File: src/rtl/dbus_arbiter.sv
// Two-manager, one-subordinate data-bus arbiter: round-robin grant, single-beat transfers, fixed-latency read return.
// Optional stall counters are compiled in when DBUS_ARB_PERF_EN is defined.
module dbus_arbiter #(
  parameter int ADDR_WIDTH = 32,
  parameter int DATA_WIDTH = 32,
  parameter int RD_LAT     = 1,
  localparam int STRB_WIDTH = DATA_WIDTH / 8
) (
  input  logic                  clk_i,
  input  logic                  rst_ni,
  input  logic                  m0_req_i,
  input  logic                  m0_we_i,
  input  logic [ADDR_WIDTH-1:0] m0_addr_i,
  input  logic [DATA_WIDTH-1:0] m0_wdata_i,
  input  logic [STRB_WIDTH-1:0] m0_wstrb_i,
  output logic                  m0_gnt_o,
  output logic                  m0_rvalid_o,
  output logic [DATA_WIDTH-1:0] m0_rdata_o,
  input  logic                  m1_req_i,
  input  logic                  m1_we_i,
  input  logic [ADDR_WIDTH-1:0] m1_addr_i,
  input  logic [DATA_WIDTH-1:0] m1_wdata_i,
  input  logic [STRB_WIDTH-1:0] m1_wstrb_i,
  output logic                  m1_gnt_o,
  output logic                  m1_rvalid_o,
  output logic [DATA_WIDTH-1:0] m1_rdata_o,
  output logic [ADDR_WIDTH-1:0] s_awaddr_o,
  output logic                  s_wvalid_o,
  output logic [DATA_WIDTH-1:0] s_wdata_o,
  output logic [STRB_WIDTH-1:0] s_wstrb_o,
  output logic                  s_arvalid_o,
  output logic [ADDR_WIDTH-1:0] s_araddr_o,
  input  logic [DATA_WIDTH-1:0] s_rdata_i,
  output logic [ADDR_WIDTH-1:0] s_addr_o
`ifdef DBUS_ARB_PERF_EN
  ,
  output logic [31:0]           m0_stall_cnt_o,
  output logic [31:0]           m1_stall_cnt_o
`endif
);

  logic                  last_gnt;
  logic                  winner;
  logic                  grant;
  logic                  win_we;
  logic [ADDR_WIDTH-1:0] win_addr;
  logic [DATA_WIDTH-1:0] win_wdata;
  logic [STRB_WIDTH-1:0] win_wstrb;
  logic [RD_LAT-1:0]     rd_vld;
  logic [RD_LAT-1:0]     rd_id;

  // On conflict the manager not granted most recently wins.
  always_comb begin
    grant = m0_req_i | m1_req_i;
    if (m0_req_i && m1_req_i) winner = ~last_gnt;
    else                      winner = m1_req_i;
  end

  assign m0_gnt_o = m0_req_i & ~winner;
  assign m1_gnt_o = m1_req_i &  winner;

  always_comb begin
    win_we    = winner ? m1_we_i    : m0_we_i;
    win_addr  = winner ? m1_addr_i  : m0_addr_i;
    win_wdata = winner ? m1_wdata_i : m0_wdata_i;
    win_wstrb = winner ? m1_wstrb_i : m0_wstrb_i;
    s_wvalid_o  = grant &  win_we;
    s_arvalid_o = grant & ~win_we;
    s_addr_o    = grant ? win_addr  : '0;
    s_awaddr_o  = grant ? win_addr  : '0;
    s_araddr_o  = grant ? win_addr  : '0;
    s_wdata_o   = grant ? win_wdata : '0;
    s_wstrb_o   = (grant && win_we) ? win_wstrb : '0;
  end

  always_ff @(posedge clk_i or negedge rst_ni) begin
    if (!rst_ni)    last_gnt <= 1'b1;
    else if (grant) last_gnt <= winner;
  end

  // Read-return tag pipeline; the last stage lines up with s_rdata_i.
  always_ff @(posedge clk_i or negedge rst_ni) begin
    if (!rst_ni) begin
      rd_vld <= '0;
      rd_id  <= '0;
    end else begin
      rd_vld[0] <= s_arvalid_o;
      rd_id[0]  <= winner;
      for (int unsigned i = 1; i < RD_LAT; i++) begin
        rd_vld[i] <= rd_vld[i-1];
        rd_id[i]  <= rd_id[i-1];
      end
    end
  end

  assign m0_rvalid_o = rd_vld[RD_LAT-1] & ~rd_id[RD_LAT-1];
  assign m1_rvalid_o = rd_vld[RD_LAT-1] &  rd_id[RD_LAT-1];
  assign m0_rdata_o  = m0_rvalid_o ? s_rdata_i : '0;
  assign m1_rdata_o  = m1_rvalid_o ? s_rdata_i : '0;

`ifdef DBUS_ARB_PERF_EN
  // Saturating counts of cycles spent requesting without a grant.
  always_ff @(posedge clk_i or negedge rst_ni) begin
    if (!rst_ni) begin
      m0_stall_cnt_o <= '0;
      m1_stall_cnt_o <= '0;
    end else begin
      if (m0_req_i && !m0_gnt_o && (m0_stall_cnt_o != '1))
        m0_stall_cnt_o <= m0_stall_cnt_o + 32'd1;
      if (m1_req_i && !m1_gnt_o && (m1_stall_cnt_o != '1))
        m1_stall_cnt_o <= m1_stall_cnt_o + 32'd1;
    end
  end
`endif

endmodule

File: config.mk
export PLATFORM = sky130hd
export DESIGN_NAME = dbus_arbiter
export DESIGN_NICKNAME = d
export VERILOG_FILES = /design/src/rtl/dbus_arbiter.sv
export SDC_FILE = /design/constraint.sdc
export NUM_CORES = 1
export LEC_CHECK = 0
export ABC_CLOCK_PERIOD_IN_PS = 4150
export BUFFER_PORTS_ARGS = -buffer_cell sky130_fd_sc_hd__buf_2
export CORE_AREA = 2 2 147 149
export DETAILED_ROUTE_END_ITERATION = 8
export DIE_AREA = 0 0 149 151
export HOLD_SLACK_MARGIN = 0.06
export RECOVER_POWER = 25
export SLEW_MARGIN = 40
export SYNTH_ARGS = -nofsm -noshare
export SYNTH_HDL_FRONTEND = slang
export SYNTH_SLANG_ARGS = --single-unit
File: constraint.sdc
create_clock -name clk_i -period 4.15 [get_ports clk_i]
set_clock_uncertainty 0.2 [all_clocks]
set_input_delay 0 -clock clk_i [delete_from_list [all_inputs] [get_ports clk_i]]
set_output_delay 0 -clock clk_i [all_outputs]
set_load 0.01 [all_outputs]
After elaboration in Yosys (flattened, before gate mapping)

Index checks and enable logic that the tools add are counted.

Input port bits: 174
Memories: 0
Register bits: 3
RAM bits: 0
Latch bits: 0
Logic and storage cells: 26
Output and inout bits: 202
Memory bits (read-only): 0

Bitwise gates (word level): 11
Order comparisons: 0
Reductions and logical operators: 2
Mux-type cells: 10
Equality and inequality tests: 0
$add $sub $neg: 0
Multiply operators: 0
Shifts and indexed selects: 0
Div/mod/pow operators: 0

Operators with widths:

| cell              | number |
|---|---|
| $mux 32           | 6 |
| $mux 4            | 2 |
| $and 1x1->1       | 6 |
| $not 1->1         | 4 |
| $logic_and 1x1->1 | 2 |
| $mux 1            | 2 |
| $or 1x1->1        | 1 |

Depth between registers and ports, before layout

Gate-level depths: netlist of the first run.

Depth after elaboration: 5
Mapped depth: 8
Gate-level depth less buffers: 5

Worst setup path after synthesis of the first run

Ideal clock, no wire load.

Kind: reg-to-output
Start: register last_gnt
End: output s_araddr_o[10]
Buffers on the path: 2
Slack: 2.425 ns
Required time: 3.950 ns
Cell stages (with the launch flop): 7
Data arrival time: 1.525 ns
Cells stage by stage: dfstp_2 nand2_1 nand2_1 inv_2 clkbuf_1 o21ai_0 buf_4

Word-level cells in the longest chain between the ends: 4

RTL lines:

| what                     | line | text |
|---|---|---|
| start: declaration       | 42   | `logic last_gnt;` |
| start signal: assignment | 78   | `else if (grant) last_gnt <= winner;` |
| $not 1->1                | 55   | `if (m0_req_i && m1_req_i) winner = ~last_gnt;` |
| $mux 1                   | 55   |  |
| $mux 32                  | 64   | `win_addr = winner ? m1_addr_i : m0_addr_i;` |
| $mux 32                  | --   |  |
| end: declaration         | 32   | `output logic [ADDR_WIDTH-1:0] s_araddr_o,` |

Every way passes these cells.

Final worst setup path of the first run

Start: register last_gnt
End: output s_awaddr_o[15]

Word-level cells in the longest chain between the ends: 4

RTL lines:

| what             | line | text |
|---|---|---|
| $not 1->1        | 55   |  |
| $mux 1           | 55   |  |
| $mux 32          | 64   |  |
| $mux 32          | 70   | `s_awaddr_o = grant ? win_addr : '0;` |
| end: declaration | 27   | `output logic [ADDR_WIDTH-1:0] s_awaddr_o,` |

Every way passes these cells.

==> metrics.md, run 1 <==
| Metric | Value |
|---|---|
| Post-DRT Antenna Nets | `0` |
| Int Pwr | `374.7 uW` |
| Core footprint | `20,820 um^2` |
| Initial core utilization | `0.09831` |
| Slew HR | `0.4582` |
| Max Freq | `367.7 MHz` |
| Die ar. | `22,500 um^2` |
| Critical Path AT | `2.52 ns` |
| GRT Util Overall | `0.08025` |
| Switch Pwr | `320.6 uW` |
| Total Neg Setup Slack | `0 ns` |
| Share of the synthesized area in the top cell type | `0.2531` |
| CP endpoint kind | `primary output` |
| Final RePlAce weighted congestion | `0.7426` |
| Gate power share | `0.709` |
| TritonCTS clock tree | `built` |
| Syn Area/Cell | `5.473 um^2` |
| I/O pin count | `376` |
| Initial antenna violation count | `0` |
| YS warnings | `0` |
| Area of the multi-input gates | `1329 um^2` |
| Max_cap viols | `0` |
| WL/cell | `11.23 um` |
| Worst setup SP type | `flip-flop` |
| Post-Syn Instances | `374` |
| Final Hold Viols | `0` |
| Fin Hold WS | `0.08317 ns` |
| Antenna cell count | `0` |
| Grt total ovfl | `0` |
| Detailed Routing Iterations Pass 1 | `4` |
| # fillers | `2,402` |
| Placed Instance Area | `3680 um^2` |
| Clock group share of total power | `0.222` |
| Fin util | `0.1807` |
| Reg2Reg Setup Slack | `2.18 ns` |
| RSZ-0062 raised after global routing | `no` |
| Final min period | `2.720 ns` |
| Reg clk slew, reported paths | `0.03 ns` |
| Flop pwr share | `0.068` |
| Placement Setup Slack | `1.607 ns` |
| Post-CTS sizing | `0` |
| Yosys cell types | `20` |
| Period utilization | `0.6553` |
| DR vias | `3,377` |
| Slew Limit Fails | `0` |
| Root Buffer | `clkbuf_16` |
| Chip Height | `151 um` |
| Sw Share | `0.4611` |
| Post-route worst setup slack | `1.430 ns` |
| Detailed Route WL | `10.61 mm` |
| Crit Path Max Fanout | `44` |
| Tightest Hold Check Type | `input port to primary output` |
| Layout cells sized above 1 | `0.5090` |
| Status | `finished clean` |
| Row count | `53` |
| Worst slew pin tran | `0.8127 ns` |
| Post-synthesis sequential area ratio | `0.03729` |
| Commonest non-fill, non-tap cell in the layout | `buf_2` |
| Yosys reg bits | `3` |
| Area Overhead vs Synth | `83.86%` |
| Final instance area | `3764 um^2` |
| Worst skew pair latency | `0.22 ns` |
| Largest net degree at the start of global routing | `67` |
| Placed wire-length estimate | `8.939 mm` |
| Register Area | `77.57 um^2` |
| Power Dens Cells | `184.7 nW/um^2` |
| Worst Setup Path Type | `flip-flop to primary output` |
| Total CTS buffers | `3` |
| Mapped Nets | `548` |
| Mapped Area | `2047 um^2` |
| NumNets Final | `845` |
| Clock sink total | `3` |
| Final Power | `695.3 uW` |
| DR vias/cell | `3.574` |
| Most frequent cells in the layout | `buf_2, nand2_1, o21ai_0` |
| Largest cells by area after synthesis | `buf_4, nand2_1, o21ai_0` |
| Leak | `2.284 nW` |
| Area leader, netlist | `buf_4` |
| CP required | `3.95 ns` |
| Die X | `149 um` |
| First-pass GRT wire length | `14.18 mm` |
| Iter 0 DRT Violations | `112` |
| Max clock buf depth | `2` |
| H-Tree Depth | `1` |
| Vias in the first global route | `2,856` |
| Placed insts | `935` |
| Setup violations, final | `0` |
| DR DRC count | `0` |
| Worst ir drop on vdd | `0.00009646 V` |
| Cell Count, Final, Fillers Out | `945` |
| I/O Buffers | `375` |
==> path summary, 6_finish.rpt <==
path	from	end	depth (start not counted)
max	last_gnt	s_awaddr_o[15]	6
min	m1_wdata_i[22]	s_wdata_o[22]	4
max reg2reg	last_gnt	rd_vld	4
min reg2reg	last_gnt	last_gnt	2
max in group asynchronous	rst_ni	rd_id	3
min in group asynchronous	rst_ni	last_gnt	2
==> kinds of logic after synthesis <==
family                 share of synthesized area
AND/OR/NAND/NOR                           0.4529
buffers and inverters                     0.3136
flip-flops                               0.03729
multiplexers                             0.01956
AO/OA/AOI/OAI                             0.1767
==> cells in the mapped netlist (all sizes together) <==
| master | n |
|---|---|
| o21a | 1 |
| nand2 | 131 |
| buf | 76 |
| and2 | 33 |
| a32oi | 1 |
| nor2 | 4 |
| dfrtp | 2 |
| o21ai | 64 |
| dfstp | 1 |
| nand2b | 1 |
| o22ai | 1 |
| and2b | 1 |
| mux2i | 4 |
| inv | 4 |
| clkbuf | 18 |
| and3 | 32 |
==> area by class of cell <==
| cell class | instances | share of cell area |
|---|---|---|
| clock buffer | 4 | 0.02094 |
| inverter | 4 | 0.004322 |
| multi-input combinational | 273 | 0.3531 |
| sequential | 3 | 0.02061 |
| tap | 275 | 0.09142 |
| timing repair buffer | 386 | 0.5096 |
==> power by group through the flow <==
stage                     logic, mW  clock network (mW)  registers, mW
final                         0.493               0.155         0.0474
after global routing          0.549               0.160         0.0496
after CTS                     0.506               0.157         0.0476
after detailed placement      0.497                   0         0.0479
after global placement        0.496                   0         0.0479
after floorplan               0.326                   0         0.0367
==> registers in the layout (all words and copies together) (netlist names) <==
register	cells
last_gnt	1
rd_id	1
rd_vld	1
==> per-layer routing <==
layer,GRT usage,wire length [um]
met1,0.08651,4004
met2,0.1659,5636
met3,0.01175,902
met4,0.01190,65
met5,0,0
==> critical path, cell delays in order, from the launching register on <==
cell	delay [ns]
dfstp_1	0.52
nand2_1	0.07
nand2_1	0.12
clkinv_2	0.51
buf_4	0.47
o21ai_0	0.38
buf_2	0.21
==> repair_timing <==
item / CTS / global route
endpoints found under the setup margin: 0 / 0
buffers inserted: 0 / 0
hold endpoints to repair: 5 / 0
hold buffers: 6 / 0
No activity file was read; power rests on OpenSTA's default activity.
==> inputs of run 2 (changes only) <==
ABC_CLOCK_PERIOD_IN_PS = 2190   (was 4150)
clock period = 2.19 ns   (was 4.15 ns; I/O delays follow)
==> run 2 against run 1 <==
Compared with the run above: via count increased by 0.50%; register-to-register slack got worse by 2.0 ns; power increased by 91%; count of clock-buffer cells in the layout unchanged.
==> metrics.md, run 2 (synthesis gave the netlist of run 1 again) <==
| Metric | Value |
|---|---|
| Tightest Hold Check Type | `input port to primary output (unchanged)` |
| Final min period | `2.071 ns` |
| Hold_sp | `m1_wdata_i[20] (was m1_wdata_i[22])` |
| Detailed Route WL | `10.47 mm (was 10.61 mm)` |
| Slew HR | `0.6532 (was 0.4582)` |
| Slew Limit Fails | `0 (unchanged)` |
| Post-DRT Antenna Nets | `0 (unchanged)` |
| DR vias | `3,394 (was 3,377)` |
| WL/cell | `11.06 um (was 11.23 um)` |
| Antenna cell count | `0 (unchanged)` |
| Switch Pwr | `608.7 uW (was 320.6 uW)` |
| Final Hold Viols | `0 (unchanged)` |
| Power Dens Cells | `350.1 nW/um^2 (was 184.7 nW/um^2)` |
| Placed wire-length estimate | `8.754 mm (was 8.939 mm)` |
| Most frequent cells in the layout | `buf_2, nand2_1, o21ai_0 (unchanged)` |
| Worst setup startpoint | `last_gnt (unchanged)` |
| Die X | `149 um (unchanged)` |
| Worst ir drop on vdd | `0.0001654 V (was 0.00009646 V)` |
| Setup violations, final | `0 (unchanged)` |
| Flop pwr share | `0.050 (was 0.068)` |
| Worst Setup Path Type | `flip-flop to primary output (unchanged)` |
| Area Overhead vs Synth | `85.21% (was 83.86%)` |
| Iter 0 DRT Violations | `146 (was 112)` |
| Int Pwr | `718.5 uW (was 374.7 uW)` |
| Total Neg Setup Slack | `0 ns (unchanged)` |
| GRT Util Overall | `0.07897 (was 0.08025)` |
| FF-to-FF Start | `last_gnt (unchanged)` |
| Chip Height | `151 um (unchanged)` |
| Initial antenna violation count | `0 (unchanged)` |
| Final RePlAce weighted congestion | `0.7649 (was 0.7426)` |
| Core footprint | `20,820 um^2 (unchanged)` |
| Max clock buf depth | `2 (unchanged)` |
| Post-CTS Setup Inserts | `0 (unchanged)` |
| Largest regs | `last_gnt x1, rd_id x1, rd_vld x1 (unchanged)` |
| First-pass GRT wire length | `14.06 mm (was 14.18 mm)` |
| Worst slew pin tran | `0.5202 ns (was 0.8127 ns)` |
| Root Buffer | `clkbuf_16 (unchanged)` |
| DR DRC count | `0 (unchanged)` |
| CP endpoint kind | `primary output (unchanged)` |
| Worst skew pair latency | `0.22 ns (about the same)` |
| TritonCTS clock tree | `built (unchanged)` |
| Detailed Routing Iterations Pass 1 | `4 (unchanged)` |
| Gate power share | `0.727 (was 0.709)` |
| Total CTS buffers | `3 (unchanged)` |
| Worst setup SP type | `flip-flop (unchanged)` |
| RSZ-0062 raised after global routing | `no (unchanged)` |
| Clock sink total | `3 (unchanged)` |
| Critical Path AT | `1.87 ns (was 2.52 ns)` |
| Vias in the first global route | `2,855 (was 2,856)` |
| CP required | `1.99 ns (was 3.95 ns)` |
| Final Power | `1.327 mW (was 695.3 uW)` |
| Initial core utilization | `0.09831 (unchanged)` |
| Layout cells sized above 1 | `0.5082 (was 0.5090)` |
| Max_cap viols | `0 (unchanged)` |
| Die ar. | `22,500 um^2 (unchanged)` |
| Leak | `2.295 nW (was 2.284 nW)` |
| DR vias/cell | `3.588 (was 3.574)` |
| H-Tree Depth | `1 (unchanged)` |
| Largest net degree at the start of global routing | `79 (was 67)` |
| Crit Path Max Fanout | `78 (was 44)` |
| Commonest non-fill, non-tap cell in the layout | `buf_2 (unchanged)` |
| Sw Share | `0.4586 (was 0.4611)` |
| Period utilization | `0.9455` |
| I/O pin count | `376 (unchanged)` |
| I/O Buffers | `375 (unchanged)` |
| Max Freq | `482.9 MHz` |
| Grt total ovfl | `0 (unchanged)` |
| Clock group share of total power | `0.222 (about the same)` |
| NumNets Final | `846 (was 845)` |
| Reg clk slew, reported paths | `0.03 ns (about the same)` |
| Status | `finished clean (unchanged)` |
| Row count | `53 (unchanged)` |
-- run 2: changes by cell type in the layout (fill, tap and decap cells not counted) --
cell,change
buf_12,+2
buf_4,-2
o21ai_0,-2
o21ai_1,+2
buf_2,-1
clkbuf_1,+1
clkbuf_2,+1
dfrtp_1,+1
dfrtp_2,-1
dfstp_1,-1
dfstp_2,+1
-- run 2: through the flow --
| step | cells | cell area [um^2] | setup WS [ns] | hold WS, ns | util |
|---|---|---|---|---|---|
| 2_1_floorplan | 374 | 2047 | 0.4650 | -0.4956 | - |
| 3_3_place_gp | 936 | 3712 | 0.1812 | -0.3807 | 0.1783 |
| 3_5_place_dp | 936 | 3712 | 0.1768 | -0.3788 | 0.1783 |
| 4_1_cts | 946 | 3851 | 0.04984 | 0.08367 | 0.1850 |
| 5_1_grt | 946 | 3791 | 0.03564 | 0.1105 | 0.1821 |
| 6_report | 946 | 3791 | 0.1193 | 0.08152 | 0.1821 |
-- run 2: cell type report --
cell class	instances	area, um^2
flip-flops and latches	3	76.32
fillers	2400	17030
multi-input cells	273	1329
repair buffers	387	1947
well taps	275	344.1
clock buffers	4	78.83
inverters	4	16.27
-- run 2: critical path, cell delays in order, from the launching register on --
cell and delay (ns):
dfstp_2 0.52, nand2_1 0.06, nand2_1 0.12, clkinv_2 0.09
buf_12 0.18, o21ai_0 0.41, buf_2 0.22
-- run 2: final timing paths --
path | to | slack (ns) | depth (start not counted)
max | s_awaddr_o[15] | 0.12 | 6
min | s_wdata_o[20] | 0.08 | 4
max reg2reg | rd_vld | 0.22 | 4
min reg2reg | last_gnt | 0.88 | 2
max in group asynchronous | rd_vld | 1.08 | 3
min in group asynchronous | last_gnt | 0.16 | 2
-- run 2: power groups by stage --
stage               combinational [mW]  clock (mW)  sequential (mW)
floorplan                        0.619           0           0.0695
global route                      1.07       0.306           0.0675
CTS                              0.988       0.301           0.0670
finish                           0.965       0.295           0.0669
detailed placement               0.970           0           0.0676
global placement                 0.969           0           0.0675
-- run 2: routing by layer --
metal | vias up | routed length (um) | GRT usage | share of wire
met4 | 0 | 65 | 0.01429 | 0.0062
met1 | 1425 | 3918 | 0.08486 | 0.37
met3 | 6 | 990 | 0.01175 | 0.095
met5 | - | 0 | 0 | 0
li1 | 1731 | - | - | -
met2 | 232 | 5490 | 0.1622 | 0.52
-- run 2: what timing repair did --
action	CTS	global route
endpoints found under the hold margin	5	0
pin swaps	0	0
gates resized for setup	1	1
hold buffers	6	0
setup endpoints to repair	3	3
